$ cat config.mk
export PLATFORM = sky130hd
export DESIGN_NAME = fb_rect_filler
export DESIGN_NICKNAME = d
export VERILOG_FILES = /design/src/rtl/fb_rect_filler.sv
export SDC_FILE = /design/constraint.sdc
export NUM_CORES = 1
export LEC_CHECK = 0
export ABC_AREA = 1
export ABC_CLOCK_PERIOD_IN_PS = 7600
export BUFFER_PORTS_ARGS = -buffer_cell sky130_fd_sc_hd__buf_2
export CORE_MARGIN = 5
export CORE_UTILIZATION = 67
export CTS_BUF_LIST = sky130_fd_sc_hd__clkbuf_2 sky130_fd_sc_hd__clkbuf_4 sky130_fd_sc_hd__clkbuf_8
export CTS_CLUSTER_SIZE = 14
export DETAILED_ROUTE_END_ITERATION = 16
export GPL_TIMING_DRIVEN = 0
export PLACE_DENSITY = 0.89
export REMOVE_ABC_BUFFERS = 1
export SETUP_SLACK_MARGIN = 0.3
export SLEW_MARGIN = 20
export SYNTH_ARGS = -nofsm -noshare
export SYNTH_HDL_FRONTEND = slang
export SYNTH_SLANG_ARGS = --single-unit
$ cat constraint.sdc
create_clock -name clk -period 7.6 [get_ports clk]
set_clock_uncertainty 0.15 [all_clocks]
set_input_delay 0.76 -clock clk [delete_from_list [all_inputs] [get_ports clk]]
set_output_delay 0.76 -clock clk [all_outputs]
set_load 0.01 [all_outputs]
$ cat src/rtl/fb_rect_filler.sv
// Rectangle-fill write engine for the 320x240x12 framebuffer.
// Accepts one fill command, clips it to the right/bottom framebuffer edges
// and issues one write per covered pixel in row-major order.
module fb_rect_filler #(
   parameter int FB_WIDTH   = 320,
   parameter int FB_HEIGHT  = 240,
   parameter int ADDR_WIDTH = 17
) (
   input  logic                  clk,
   input  logic                  reset,
   input  logic                  cmd_valid,
   output logic                  cmd_ready,
   input  logic [8:0]            cmd_x,
   input  logic [7:0]            cmd_y,
   input  logic [8:0]            cmd_w,
   input  logic [7:0]            cmd_h,
   input  logic [11:0]           cmd_color,
   output logic                  fb_write_en,
   input  logic                  fb_write_ready,
   output logic [ADDR_WIDTH-1:0] fb_write_addr,
   output logic [11:0]           fb_write_data,
   output logic                  busy,
   output logic                  done
);

   typedef enum logic [1:0] {
      ST_IDLE,
      ST_SETUP,
      ST_FILL,
      ST_DONE
   } state_t;

   localparam logic [9:0]            FBW10 = 10'(FB_WIDTH);
   localparam logic [9:0]            FBH10 = 10'(FB_HEIGHT);
   localparam logic [ADDR_WIDTH-1:0] FBW_A = ADDR_WIDTH'(FB_WIDTH);

   state_t                  state;
   logic [8:0]              x_lat;
   logic [7:0]              y_lat;
   logic [8:0]              w_lat;
   logic [7:0]              h_lat;
   logic [11:0]             color_lat;
   logic [9:0]              x_end;
   logic [9:0]              y_end;
   logic [9:0]              col;
   logic [9:0]              row;
   logic [ADDR_WIDTH-1:0]   rowbase;

   logic [9:0]              x_sum;
   logic [9:0]              y_sum;
   logic [9:0]              x_end_c;
   logic [9:0]              y_end_c;
   logic                    degenerate;
   logic [ADDR_WIDTH-1:0]   rowbase_c;
   logic [ADDR_WIDTH-1:0]   x_addr;
   logic [9:0]              col_nxt;
   logic [9:0]              row_nxt;

   // Clip bounds, degenerate detection and the one-time row-base multiply
   always_comb begin
      x_sum      = {1'b0, x_lat} + {1'b0, w_lat};
      y_sum      = {2'b00, y_lat} + {2'b00, h_lat};
      x_end_c    = (x_sum > FBW10) ? FBW10 : x_sum;
      y_end_c    = (y_sum > FBH10) ? FBH10 : y_sum;
      degenerate = (w_lat == '0) || (h_lat == '0) ||
                   ({1'b0, x_lat} >= FBW10) || ({2'b00, y_lat} >= FBH10);
      rowbase_c  = ADDR_WIDTH'(y_lat) * FBW_A;
      x_addr     = ADDR_WIDTH'(x_lat);
      col_nxt    = col + 10'd1;
      row_nxt    = row + 10'd1;
   end

   // Command FSM with registered handshake and write-port outputs
   always_ff @(posedge clk or posedge reset) begin
      if (reset) begin
         state         <= ST_IDLE;
         cmd_ready     <= 1'b1;
         fb_write_en   <= 1'b0;
         fb_write_addr <= '0;
         fb_write_data <= '0;
         busy          <= 1'b0;
         done          <= 1'b0;
         x_lat         <= '0;
         y_lat         <= '0;
         w_lat         <= '0;
         h_lat         <= '0;
         color_lat     <= '0;
         x_end         <= '0;
         y_end         <= '0;
         col           <= '0;
         row           <= '0;
         rowbase       <= '0;
      end else begin
         case (state)
            ST_IDLE: begin
               if (cmd_valid) begin
                  x_lat     <= cmd_x;
                  y_lat     <= cmd_y;
                  w_lat     <= cmd_w;
                  h_lat     <= cmd_h;
                  color_lat <= cmd_color;
                  cmd_ready <= 1'b0;
                  busy      <= 1'b1;
                  state     <= ST_SETUP;
               end
            end
            ST_SETUP: begin
               x_end <= x_end_c;
               y_end <= y_end_c;
               if (degenerate) begin
                  done  <= 1'b1;
                  state <= ST_DONE;
               end else begin
                  col           <= {1'b0, x_lat};
                  row           <= {2'b00, y_lat};
                  rowbase       <= rowbase_c;
                  fb_write_addr <= rowbase_c + x_addr;
                  fb_write_data <= color_lat;
                  fb_write_en   <= 1'b1;
                  state         <= ST_FILL;
               end
            end
            ST_FILL: begin
               if (fb_write_ready) begin
                  if (col_nxt < x_end) begin
                     col           <= col_nxt;
                     fb_write_addr <= fb_write_addr + ADDR_WIDTH'(1);
                  end else if (row_nxt < y_end) begin
                     // Row wrap folds the row step and column restart into
                     // one edge so a full-rate fill never bubbles.
                     col           <= {1'b0, x_lat};
                     row           <= row_nxt;
                     rowbase       <= rowbase + FBW_A;
                     fb_write_addr <= rowbase + FBW_A + x_addr;
                  end else begin
                     fb_write_en <= 1'b0;
                     done        <= 1'b1;
                     state       <= ST_DONE;
                  end
               end
            end
            ST_DONE: begin
               done      <= 1'b0;
               busy      <= 1'b0;
               cmd_ready <= 1'b1;
               state     <= ST_IDLE;
            end
            default: begin
               state <= ST_IDLE;
            end
         endcase
      end
   end

endmodule

# Word-level counts from Yosys, hierarchy flattened
# Index checks and enable logic that the tools add are counted.
# classes
n_eq_ne	11
n_addsub	8
magnitude_cmp	6
n_mux	42
bitwise	1
mul	1
n_reduce_logical	17
# op_table
operator	n
$mux W17	8
$mux W10	9
$pmux W17 S2	2
$pmux W10 S2	2
$add A17 B9 Y17	2
$add A10 B1 Y10 const B	2
$lt A10 B10 Y1	2
$add A17 B1 Y17 const B	1
$add A17 B9 Y17 const B	1
$reduce_and A5 Y1	3
$ne A2 B2 Y1 const B	7
$mul A8 B3 Y11 const B	1
$mux W1	11
$add A9 B9 Y10	1
$gt A10 B9 Y1 const B	1
$add A8 B8 Y9	1
$ge A9 B9 Y1 const B	1
$gt A9 B8 Y1 const B	1
$logic_not A9 Y1	1
$mux W9	1
$ge A8 B8 Y1 const B	1
$logic_not A8 Y1	1
$mux W2	4
$pmux W2 S4	1
other kinds (12)	21
# totals
out_inout_bits	33
elab_cells	103
input_bits	50
ff_bits	138

# Logic depth before layout (Yosys ltp)
# logic_depth
word_depth	6
mapped_depth	20
depth_no_buf	19

# Worst setup path before layout
# OpenSTA, ideal clock, no wires.
# synth_timing
path_type	reg2reg
startpoint	register col[0]
endpoint	register rowbase[8]
t_arrival_ps	2573
slack_ps	4754
path_stages_with_launch	19
setup_time_ps	123
synth_period_minus_slack_ps	2846
path_buffers	1
t_required_ps	7327
cell_sequence	dfrtp_1 -> ha_1 -> nand2_1 -> nor2_1 -> nand3_1 -> nor3_1 -> xor2_1 -> inv_1 -> ha_1 -> nand2_1 -> o21a_1 -> and2_4 -> nand3_2 -> nand2_1 -> nor2_1 -> nand2_4 -> buf_6 -> nand2_1 -> o21ai_2
# synth_between
elab_chain_len	4
# synth_lines
element	line	text
start, declared	45	logic [9:0] col;
start signal, assigned	114	col <= {1'b0, x_lat};
start signal, assigned	126	col <= col_nxt;
start signal, assigned	131	col <= {1'b0, x_lat};
$add A10 B1 Y10	69	col_nxt = col + 10'd1;
$lt A10 B10 Y1	125	if (col_nxt < x_end) begin
$ne A2 B2 Y1 (no source line)	-	
$reduce_and A5 Y1 (no source line)	-	
end signal, assigned	116	rowbase <= rowbase_c;
end signal, assigned	133	rowbase <= rowbase + FBW_A;
end, declared	47	logic [ADDR_WIDTH-1:0] rowbase;
# Every way passes these cells.
# A chain may end at the register's enable or synchronous reset.

# Final worst setup path
# layout_timing
startpoint	register col[0]
endpoint	register rowbase[12]
# Same word-level chain as after synthesis.

==> metrics <==
run status complete, no violations; CP Max Fanout 33; Final period util 0.482; number of flops mapped to enable cells by yosys 0; grt ovf 0; CTS tree yes; yosys warns 0; post-synthesis sequential area ratio 0.357; count of mapped cells out of synthesis 1,246; setup TNS 0 ns; initial antenna violation count 1; Leakage 5.41 nW; Hold Path Class primary input to asynchronous set/reset pin; I/O pins 83; first-pass GRT wire length 38.3 mm; Routed WL 22.5 mm; setup bufs post-CTS 0; row cnt 42; minimum clock period 3.66 ns; share of layout cells above drive strength 1 0.163; Post-synth ARST share 1.00; DRT met1 WL 9.45 mm; cts hold-fix bufs 0; Max-Cap Viols 0; Worst-path clk slew 0.08 ns; Area Overhead vs Synth 9.69%; Fillers 978; final antenna-violating net count 0; unrepaired setup endpoints after global routing false; post-synth top area cell dfrtp_1; CTS Buf Count 17; Vias/cell 5.62; Clock Tree Buf Depth 2; Synth cell types 49; PortBufs 82; DR iter-0 viols 743; DR vias 8,449; element type at the critical path end register; Buf/Inv on CP 2; Final nets 1,430; clk sinks 131; share of the synthesized area in the top cell type 0.355; diode count 0; CP most frequent cell nand2_1; Core ar. 13,300 sq um; Setup CP Type register to register; wire length on met3 1.64 mm; Max Slew Vio Count 0; clk root buf clkbuf_8; die width 127 um; global placement routability congestion 0.919; peak supply drop 278 uV; initial core utilization 0.687; Setup Viol. Count Final 0; DP Area 9640 sq um; FF+latch count, synth 131; Synth area leaders dfrtp_1, nand2_1, ha_1; fmax 273 MHz; hold violation total from the final report 0; CP max stage delay 0.39 ns; global router's overall resource usage 0.290; arrival time of the worst setup path 3.89 ns; family with the most delay on the worst path simple AND/OR/NAND/NOR gates; Required @ worst endpoint 7.82 ns; dpl hpwl 15.6 mm; crit path cell chain ha_1 -> nand2_1 -> nor2_1 -> nand3_1 -> nor3_1 -> xor2_1 -> inv_1 -> ha_1 -> nand2_1 -> nor2_1 -> nand2_1 -> and2_4 -> nand3_2 -> nand2_1 -> nor2_1 -> nand2_4 -> inv_2 -> nand2_1 -> o21ai_0; die area 16,100 sq um; Pwr Density 530 nW/um^2; Synth Cell Area 9180 sq um; CTS-repair resized insts 0; slowest cell on the critical path dfrtp_1; R2R setup slack 3.94 ns; H-Tree Depth 4; DRC viols 0; post-DR wirelength/cell 15.0 um; largest net degree at the start of global routing 102; highest metal used met5; crit start category register; Die Y-Extent 127 um; met2 WL 10.7 mm; worst slew pin tran 0.984 ns; vias in the first global route 8,113; final instance area 10,100 sq um; ys flop type dfrtp_1; DR pass1 iterations 7; clk_lat worst skew 0.46 ns; syn avg cell area 7.36 sq um; Max-slew headroom 0.344
[cell usage after synthesis, types with 2 or more instances]
cell type and n:
clkbuf_1 20, inv_1 136, inv_2 6, or2_2 3
buf_12 3, nand2_2 25, nand2_4 4, o211ai_1 2
nor4_1 2, a21oi_1 27, nor3_1 9, dfrtp_1 130
nand3b_1 6, ha_1 61, buf_2 4, nor2_1 57
o21ai_0 68, o21bai_1 2, xor2_1 36, nand2_1 446
a21oi_2 3, nand3_2 5, or2_1 2, buf_4 2
buf_6 5, fa_1 4, o21ai_2 35, nor2_2 6
nor3_2 3, nand3_1 79, o21ai_1 5, nand4_1 18
a21o_1 2, a31oi_1 7, xnor2_1 9
[routing by layer]
metal | vias to the layer above | global-route usage
li1 | 4120 | -
met1 | 3935 | 0.380
met2 | 320 | 0.478
met3 | 72 | 0.0605
met4 | 2 | 0.103
met5 | - | 0
[where the power goes]
group	internal (mW)	switching (mW)	total, mW	leakage [nW]
registers	1.02	0.341	1.36	1.64
clock network	0.336	0.308	0.645	0.202
logic	1.15	2.18	3.33	3.56
total	2.51	2.83	5.34	5.41
[sequential cells by signal, summed over array words and instances (netlist names)]
| signal | cells |
|---|---|
| busy | 1 |
| color_lat | 12 |
| fb_write_data | 12 |
| fb_write_addr | 17 |
| x_end | 10 |
| done | 1 |
| cmd_ready | 1 |
| state | 2 |
| w_lat | 9 |
| row | 10 |
| x_lat | 9 |
| rowbase | 11 |
| fb_write_en | 1 |
| y_end | 9 |
| y_lat | 8 |
| h_lat | 8 |
| col | 10 |
[area by class of cell]
| cell class | count | area (sq um) | share of cell area |
|---|---|---|---|
| sequential | 131 | 3280 | 0.326 |
| tap | 176 | 220 | 0.0219 |
| multi-input combinational | 938 | 5130 | 0.510 |
| clock buffer | 18 | 248 | 0.0246 |
| clock inverter | 14 | 178 | 0.0177 |
| timing repair buffer | 84 | 458 | 0.0455 |
| inverter | 143 | 552 | 0.0548 |
[worst paths after layout]
check / from / to / depth (start not counted)
setup / recovery: col[0]$_DFFE_PP0P_ / rowbase[12]$_DFFE_PP0P_ / 19
hold reg to reg: color_lat[8]$_DFFE_PP0P_ / fb_write_data[8]$_DFFE_PP0P_ / 2
min in group clk: color_lat[8]$_DFFE_PP0P_ / fb_write_data[8]$_DFFE_PP0P_ / 2
setup reg to reg: col[0]$_DFFE_PP0P_ / rowbase[12]$_DFFE_PP0P_ / 19
hold / removal: reset / w_lat[1]$_DFFE_PP0P_ / 2
max in group asynchronous: reset / rowbase[14]$_DFFE_PP0P_ / 3
[cell families (layout without fill, tap and decap cells)]
logic type / after synthesis / in the layout / synth area share
other: 1 / 1 / 0.000409
DFF: 131 / 131 / 0.357
adders and majority gates: 65 / 65 / 0.0919
AOI/OAI and AO/OA: 155 / 155 / 0.105
xor gates and xnor gates: 46 / 46 / 0.0447
buffers and inverters: 177 / 259 / 0.0840
and+or+nand+nor: 671 / 671 / 0.316
[cells in the final DEF (no fill, tap or decap), types with 2 or more instances in the layout]
cell type   count
nor3_2          3
o21ai_1         5
xnor2_1         9
bufinv_16       3
ha_1           60
nor4_1          2
inv_1         135
nand4_1        18
nand2_1       445
a31oi_1         7
a21o_1          2
o21ai_2        35
inv_2           6
or2_2           3
buf_2          82
nor3_1          9
a21oi_2         3
o21bai_1        2
nand3_1        79
nand2_2        26
or2_1           2
o211ai_1        2
nand3b_1        6
o21ai_0        68
nand2_4         4
a21oi_1        27
xor2_1         36
fa_1            4
clkinv_4        3
nor2_2          6
nand3_2         5
inv_8           2
nor2_1         57
dfrtp_1       130
inv_6           3
clkinvlp_4      4
clkbuf_8       18
[per-stage QoR]
step / util / cells / setup WS [ns] / power, mW / hold WS [ns]
CTS: 0.754 / 1504 / 3.94 / 5.30 / 0.0852
global route: 0.754 / 1504 / 3.52 / 5.84 / 0.0945
global placement: 0.718 / 1470 / 1.67 / 4.45 / 0.298
detailed placement: 0.722 / 1472 / 3.94 / 4.61 / 0.315
finish: 0.754 / 1504 / 3.94 / 5.34 / 0.0952
floorplan: - / 1212 / 3.19 / 3.78 / 0.292
No activity file was read; power rests on OpenSTA's default activity.
